`src/rtl/mem_access_unit.sv`:
```
// Memory-stage load/store unit.
// Takes the decoded memory control word, issues one word-aligned, byte-enabled
// request to data memory, waits for mem_ack (bounded by TIMEOUT cycles) and
// returns sign/zero-extended load data. stall freezes the pipeline while the
// request is outstanding.
//
// Ports:
//   clk, reset                 clock, synchronous active-high reset
//   start                      launch an access (sampled only in IDLE)
//   MemReg, memWritte          load / store request (store has priority)
//   MemReadByte, MemWriteByte  size masks: 0001 byte, 0011 half, 1111 word
//   LoadUnsigned               1 = zero-extend loads
//   AluResult, WriteData       byte address, store data
//   mem_req/we/addr/be/wdata   memory request
//   mem_rdata, mem_ack         memory response
//   stall, done                pipeline freeze, one-cycle completion pulse
//   ReadData                   extended load result
//   addr_err, timeout_err      error flags, valid only while done = 1
module mem_access_unit #(
    parameter int unsigned TIMEOUT = 15
) (
    input  logic        clk,
    input  logic        reset,
    input  logic        start,
    input  logic        MemReg,
    input  logic        memWritte,
    input  logic [3:0]  MemReadByte,
    input  logic [3:0]  MemWriteByte,
    input  logic        LoadUnsigned,
    input  logic [31:0] AluResult,
    input  logic [31:0] WriteData,
    output logic        mem_req,
    output logic        mem_we,
    output logic [31:0] mem_addr,
    output logic [3:0]  mem_be,
    output logic [31:0] mem_wdata,
    input  logic [31:0] mem_rdata,
    input  logic        mem_ack,
    output logic        stall,
    output logic        done,
    output logic [31:0] ReadData,
    output logic        addr_err,
    output logic        timeout_err
);

    typedef enum logic [1:0] {StIdle = 2'd0, StAccess = 2'd1, StResp = 2'd2} state_e;

    localparam logic [1:0] SzByte = 2'd0;
    localparam logic [1:0] SzHalf = 2'd1;
    localparam logic [1:0] SzWord = 2'd2;

    state_e      state_q, state_d;
    logic [7:0]  cnt_q, cnt_d;
    logic        we_q, we_d;
    logic [31:0] addr_q, addr_d;
    logic [3:0]  be_q, be_d;
    logic [31:0] wdata_q, wdata_d;
    logic [1:0]  lane_q, lane_d;
    logic [1:0]  size_q, size_d;
    logic        uns_q, uns_d;
    logic [31:0] rdata_q, rdata_d;
    logic        aerr_q, aerr_d;
    logic        terr_q, terr_d;

    // Request decode from the live inputs; only used when start is taken in IDLE.
    logic [3:0]  req_mask;
    logic        is_byte, is_half, is_word, bad_req;
    logic [3:0]  req_be;
    logic [31:0] req_wdata;

    always_comb begin
        req_mask = memWritte ? MemWriteByte : MemReadByte;
        is_byte  = (req_mask == 4'b0001);
        is_half  = (req_mask == 4'b0011);
        is_word  = (req_mask == 4'b1111);
        bad_req  = !(is_byte || is_half || is_word)
                   || (is_half && AluResult[0])
                   || (is_word && (AluResult[1:0] != 2'b00));
        if (is_byte) begin
            req_be    = 4'b0001 << AluResult[1:0];
            req_wdata = {4{WriteData[7:0]}};
        end else if (is_half) begin
            req_be    = AluResult[1] ? 4'b1100 : 4'b0011;
            req_wdata = {2{WriteData[15:0]}};
        end else begin
            req_be    = 4'b1111;
            req_wdata = WriteData;
        end
    end

    // Lane extraction and extension of the returning load data.
    logic [7:0]  ld_byte;
    logic [15:0] ld_half;
    logic [31:0] load_ext;

    always_comb begin
        ld_byte  = mem_rdata[{lane_q, 3'b000} +: 8];
        ld_half  = lane_q[1] ? mem_rdata[31:16] : mem_rdata[15:0];
        load_ext = mem_rdata;
        unique case (size_q)
            SzByte:  load_ext = {{24{~uns_q & ld_byte[7]}}, ld_byte};
            SzHalf:  load_ext = {{16{~uns_q & ld_half[15]}}, ld_half};
            default: load_ext = mem_rdata;
        endcase
    end

    always_comb begin
        state_d = state_q;
        cnt_d   = cnt_q;
        we_d    = we_q;
        addr_d  = addr_q;
        be_d    = be_q;
        wdata_d = wdata_q;
        lane_d  = lane_q;
        size_d  = size_q;
        uns_d   = uns_q;
        rdata_d = rdata_q;
        aerr_d  = aerr_q;
        terr_d  = terr_q;

        unique case (state_q)
            StIdle: begin
                if (start) begin
                    we_d    = memWritte;
                    addr_d  = {AluResult[31:2], 2'b00};
                    be_d    = req_be;
                    wdata_d = req_wdata;
                    lane_d  = AluResult[1:0];
                    size_d  = is_byte ? SzByte : (is_half ? SzHalf : SzWord);
                    uns_d   = LoadUnsigned;
                    aerr_d  = 1'b0;
                    terr_d  = 1'b0;
                    if (!MemReg && !memWritte) begin
                        state_d = StResp;
                        rdata_d = 32'd0;
                    end else if (bad_req) begin
                        state_d = StResp;
                        aerr_d  = 1'b1;
                    end else begin
                        state_d = StAccess;
                        cnt_d   = 8'd0;
                    end
                end
            end
            StAccess: begin
                // Ack beats the timeout when both land in the same cycle.
                if (mem_ack) begin
                    if (!we_q) begin
                        rdata_d = load_ext;
                    end
                    state_d = StResp;
                end else if (cnt_q == 8'(TIMEOUT - 1)) begin
                    terr_d  = 1'b1;
                    rdata_d = 32'd0;
                    state_d = StResp;
                end else begin
                    cnt_d = cnt_q + 8'd1;
                end
            end
            StResp:  state_d = StIdle;
            default: state_d = StIdle;
        endcase
    end

    always_ff @(posedge clk) begin
        if (reset) begin
            state_q <= StIdle;
            cnt_q   <= 8'd0;
            we_q    <= 1'b0;
            addr_q  <= 32'd0;
            be_q    <= 4'd0;
            wdata_q <= 32'd0;
            lane_q  <= 2'd0;
            size_q  <= SzByte;
            uns_q   <= 1'b0;
            rdata_q <= 32'd0;
            aerr_q  <= 1'b0;
            terr_q  <= 1'b0;
        end else begin
            state_q <= state_d;
            cnt_q   <= cnt_d;
            we_q    <= we_d;
            addr_q  <= addr_d;
            be_q    <= be_d;
            wdata_q <= wdata_d;
            lane_q  <= lane_d;
            size_q  <= size_d;
            uns_q   <= uns_d;
            rdata_q <= rdata_d;
            aerr_q  <= aerr_d;
            terr_q  <= terr_d;
        end
    end

    assign mem_req     = (state_q == StAccess);
    assign stall       = (state_q == StAccess);
    assign mem_we      = (state_q == StAccess) && we_q;
    assign mem_addr    = addr_q;
    assign mem_be      = be_q;
    assign mem_wdata   = wdata_q;
    assign done        = (state_q == StResp);
    assign addr_err    = (state_q == StResp) && aerr_q;
    assign timeout_err = (state_q == StResp) && terr_q;
    assign ReadData    = rdata_q;

endmodule
```
`config.mk`:
```
export PLATFORM = sky130hd
export DESIGN_NAME = mem_access_unit
export DESIGN_NICKNAME = d
export VERILOG_FILES = /design/src/rtl/mem_access_unit.sv
export SDC_FILE = /design/constraint.sdc
export NUM_CORES = 1
export LEC_CHECK = 0
export ABC_AREA = 1
export BUFFER_PORTS_ARGS = -buffer_cell sky130_fd_sc_hd__buf_2
export CAP_MARGIN = 20
export CELL_PAD_IN_SITES_DETAIL_PLACEMENT = 1
export CELL_PAD_IN_SITES_GLOBAL_PLACEMENT = 2
export CORE_UTILIZATION = 25
export DETAILED_ROUTE_END_ITERATION = 6
export HOLD_SLACK_MARGIN = 0.03
export PLACE_DENSITY_LB_ADDON = 0.1
export SLEW_MARGIN = 10
export SYNTH_ARGS = -nofsm -noshare
export SYNTH_HDL_FRONTEND = slang
export SYNTH_SLANG_ARGS = --single-unit
```
`constraint.sdc`:
```
create_clock -name clk -period 1.95 [get_ports clk]
set_input_delay 0.2925 -clock clk [delete_from_list [all_inputs] [get_ports clk]]
set_output_delay 0.2925 -clock clk [all_outputs]
set_load 0.03 [all_outputs]
```
==> impl_metrics.csv <==
group,metric,value,unit
floorplanning,die_w,151,microns
job,cap_violations,0,
pwr,clkPwrFrac,41.9,%
timing,clock_skew,0.00956,ns
floorplanning,die_area,22900,sq um
floorplanning,pin_count,217,
routing,via_count,5966,
clocking,clock_latency,0.42,ns
routing,met3_length,1830,microns
timing,setup_viol,0,
timing,setup_tns,0,ns
clocking,postCtsHoldBufs,0,
synth,synth_compound_area_share,15.1,%
synth,synth.distinct_cells,35,
setup_path,startpoint,"state_q[1]",
routing,viasPerCell,4.45,
setup_path,ff2ff_setup_slack,0.18,ns
final_layout,areaGrowthSynthToFinish,37.6,%
place,gp_congestion,0.739,
routing,drt_iter0_drc,135,
floorplanning,fp-row-count,54,
routing,wirelength,20800,microns
pwr,vdd_ir_drop_max,0.000545,V
setup_path,critPathKind,"flop to output port",
routing,met1_length,8920,microns
pwr,p_leak,0.00384,uW
final_layout,final_nets,1158,
final_layout,instances_no_fill,1340,
global_routing,grt_pass1_wl,32700,microns
clocking,cts_tree,"done",
routing,met2WireLength,9790,microns
pwr,p_per_area,971,nW/um^2
clocking,clk_pin_slew,0.06,ns
clocking,cts_max_level,4,
synth,synthAdderAreaFrac,0.449,%
global_routing,grt_usage,18.9,%
synth,syn_area_per_cell,6.77,sq um
floorplanning,dieHeight,151,microns
pwr,p_int,4960,uW
place,placedCellCount,1303,
routing,drc,0,
place,portBuffers,214,
worst_hold_path,hp-start,"AluResult[3]",
setup_path,crit_required,1.66,ns
synth,ys.flop_type,"dfxtp_1",
timing,maxSlewViolCount,0,
synth,yosys.area_share.simple,32.3,%
outcome,status,"finished clean",
routing,highest_layer,"met5",
synth,synth_edf_count,0,
setup_path,critPathArrivalTime,1.49,ns
clocking,numCtsBuffers,17,
clocking,cts.sinks,116,
floorplanning,coreArea,21800,sq um
synth,synth-seq-area-share,41.6,%
clocking,root_buffer,"clkbuf_16",
pwr,pwr-share-comb,22.4,%
final_layout,utilization,35.2,%
timing,finalHoldViolCount,0,
routing,antenna_left,0,
global_routing,grt_overflow_total,0,
final_layout,layout-drive-gt1-share,29.9,%
synth,synth.area.mux_share,0,%
global_routing,grt_pass1_vias,6184,
timing,period_needed,1.78,ns
setup_path,worstReg2RegStart,"state_q[0]",
pwr,switching_share,33.5,%
worst_hold_path,hp-class,"input pin to flop",
routing,dr.pass1.iters,4,
pwr,p_sw,2500,uW
synth,synth-xor-area-share,0,%
pwr,pwr-share-seq,35.7,%
synth,synth_warnings,0,
synth,synthArstFlopShare,0,%
global_routing,antenna_found_initial,4,
global_routing,grt_max_degree,54,
synth,synth_top_family_by_area,"simple AND/OR/NAND/NOR gates",
clocking,cts_buffer_depth,2,
setup_path,startpoint_type,"flop",
synth,syn_area,5580,sq um
setup_path,cp-end-kind,"output port",
timing,fmax,0.562,GHz
synth,ys_seq_elements,116,
setup_path,critPathMaxFanout,5,
timing,fin_crit_sh,91.3,%
synth,postSynthCellCount,824,
floorplanning,initial_core_util,25.6,%
routing,wl_per_cell,15.5,microns
place,hpwl,15400,microns
[logic make-up after synthesis]
kind of cell / after synthesis
AO/OA/AOI/OAI: 145
flip-flops: 116
buffers and inverters: 138
AND/OR/NAND/NOR: 422
other: 1
adder cells (fa/ha/maj): 2
[metal layers]
| metal | vias up | track usage, % |
|---|---|---|
| li1 | 3085 | - |
| met1 | 2711 | 21.7 |
| met2 | 150 | 32.0 |
| met3 | 16 | 8.13 |
| met4 | 4 | 4.45 |
| met5 | - | 0 |
[cells in the mapped netlist, types with 2 or more instances]
cell type / number / share of area (%)
nand2_2: 4 / 0.45
buf_2: 6 / 0.54
buf_4: 6 / 0.81
inv_2: 6 / 0.40
a31oi_1: 9 / 1.0
inv_4: 3 / 0.34
o21ai_0: 75 / 6.7
nand2_4: 2 / 0.40
nor2b_1: 2 / 0.22
ha_1: 2 / 0.45
nand3_2: 3 / 0.54
a21oi_1: 25 / 2.2
nand2_1: 245 / 16
nand4_1: 5 / 0.56
nor2_2: 14 / 1.6
o22ai_1: 3 / 0.34
nor2_1: 75 / 5.0
dfxtp_1: 116 / 42
nor2_4: 2 / 0.40
inv_1: 86 / 5.8
buf_6: 3 / 0.61
buf_1: 3 / 0.20
clkbuf_1: 25 / 1.7
o211ai_1: 28 / 3.8
nand3_1: 60 / 5.4
nor3_1: 7 / 0.63
[power groups by stage]
stage | clock network (uW) | registers, uW | logic, uW
after floorplan | 0 | 2980 | 773
after global placement | 0 | 2710 | 1690
after detailed placement | 0 | 2710 | 1690
after CTS | 3220 | 2660 | 1690
after global routing | 3330 | 2680 | 1870
final | 3130 | 2660 | 1670
[path summary, 6_finish.rpt]
| path | cells after the start | to |
|---|---|---|
| worst max-delay path | 4 | timeout_err |
| worst min-delay path | 3 | mem_addr[3] |
| worst max register to register | 8 | cnt_q[0] |
| worst min register to register | 2 | ReadData[11] |
[timing repair]
| action | CTS | global route |
|---|---|---|
| resized for setup | 0 | 4 |
| setup buffers | 0 | 3 |
| setup endpoints to repair | 0 | 13 |
[placed cells by master (no fill, tap or decap), types with 4 or more instances in the layout]
cell / instances
nand2_1: 245
buf_2: 215
dfxtp_1: 116
inv_1: 85
nor2_1: 75
o21ai_0: 75
nand3_1: 60
o211ai_1: 28
a21oi_1: 25
buf_4: 25
clkbuf_16: 17
nor2_2: 14
a31oi_1: 9
inv_2: 6
nor3_1: 6
nand4_1: 5
inv_6: 5
nand2_2: 4
clkinvlp_4: 4
buf_12: 4
[state kept, by name, summed over array words and instances (netlist names)]
| name | count |
|---|---|
| cnt_q | 8 |
| we_q | 1 |
| ReadData | 32 |
| aerr_q | 1 |
| uns_q | 1 |
| mem_wdata | 32 |
| terr_q | 1 |
| size_q | 2 |
| lane_q | 2 |
| mem_be | 4 |
| mem_addr | 30 |
| state_q | 2 |
[metrics by stage]
stage                     cell area [sq um]  total power [uW]  hold slack [ns]  worst slack [ns]
after floorplan                        5580              3760            0.396             0.310
after global placement                 7040              4400            0.455            0.0232
after detailed placement               7040              4400            0.455          -0.00320
after CTS                              7630              7580           0.0388            0.0281
after global routing                   7670              7890           0.0509          -0.00714
final                                  7680              7460           0.0584             0.170
[critical path: stages, from the launching register on]
cell     delay, ns
dfxtp_1       0.40
inv_2         0.07
buf_4         0.16
nor3_1        0.19
buf_2         0.25
[final cells by class]
class                   count  area, sq um
inverters                  95          368
clock buffers              20          467
flip-flops and latches    116         2320
well taps                 280          350
clock inverters            12          119
multi-input cells         571         2700
repair buffers            244         1340
fillers                  2837        14100
diodes                      2         5.00
Note: power is estimated with default switching activity, not from simulation.
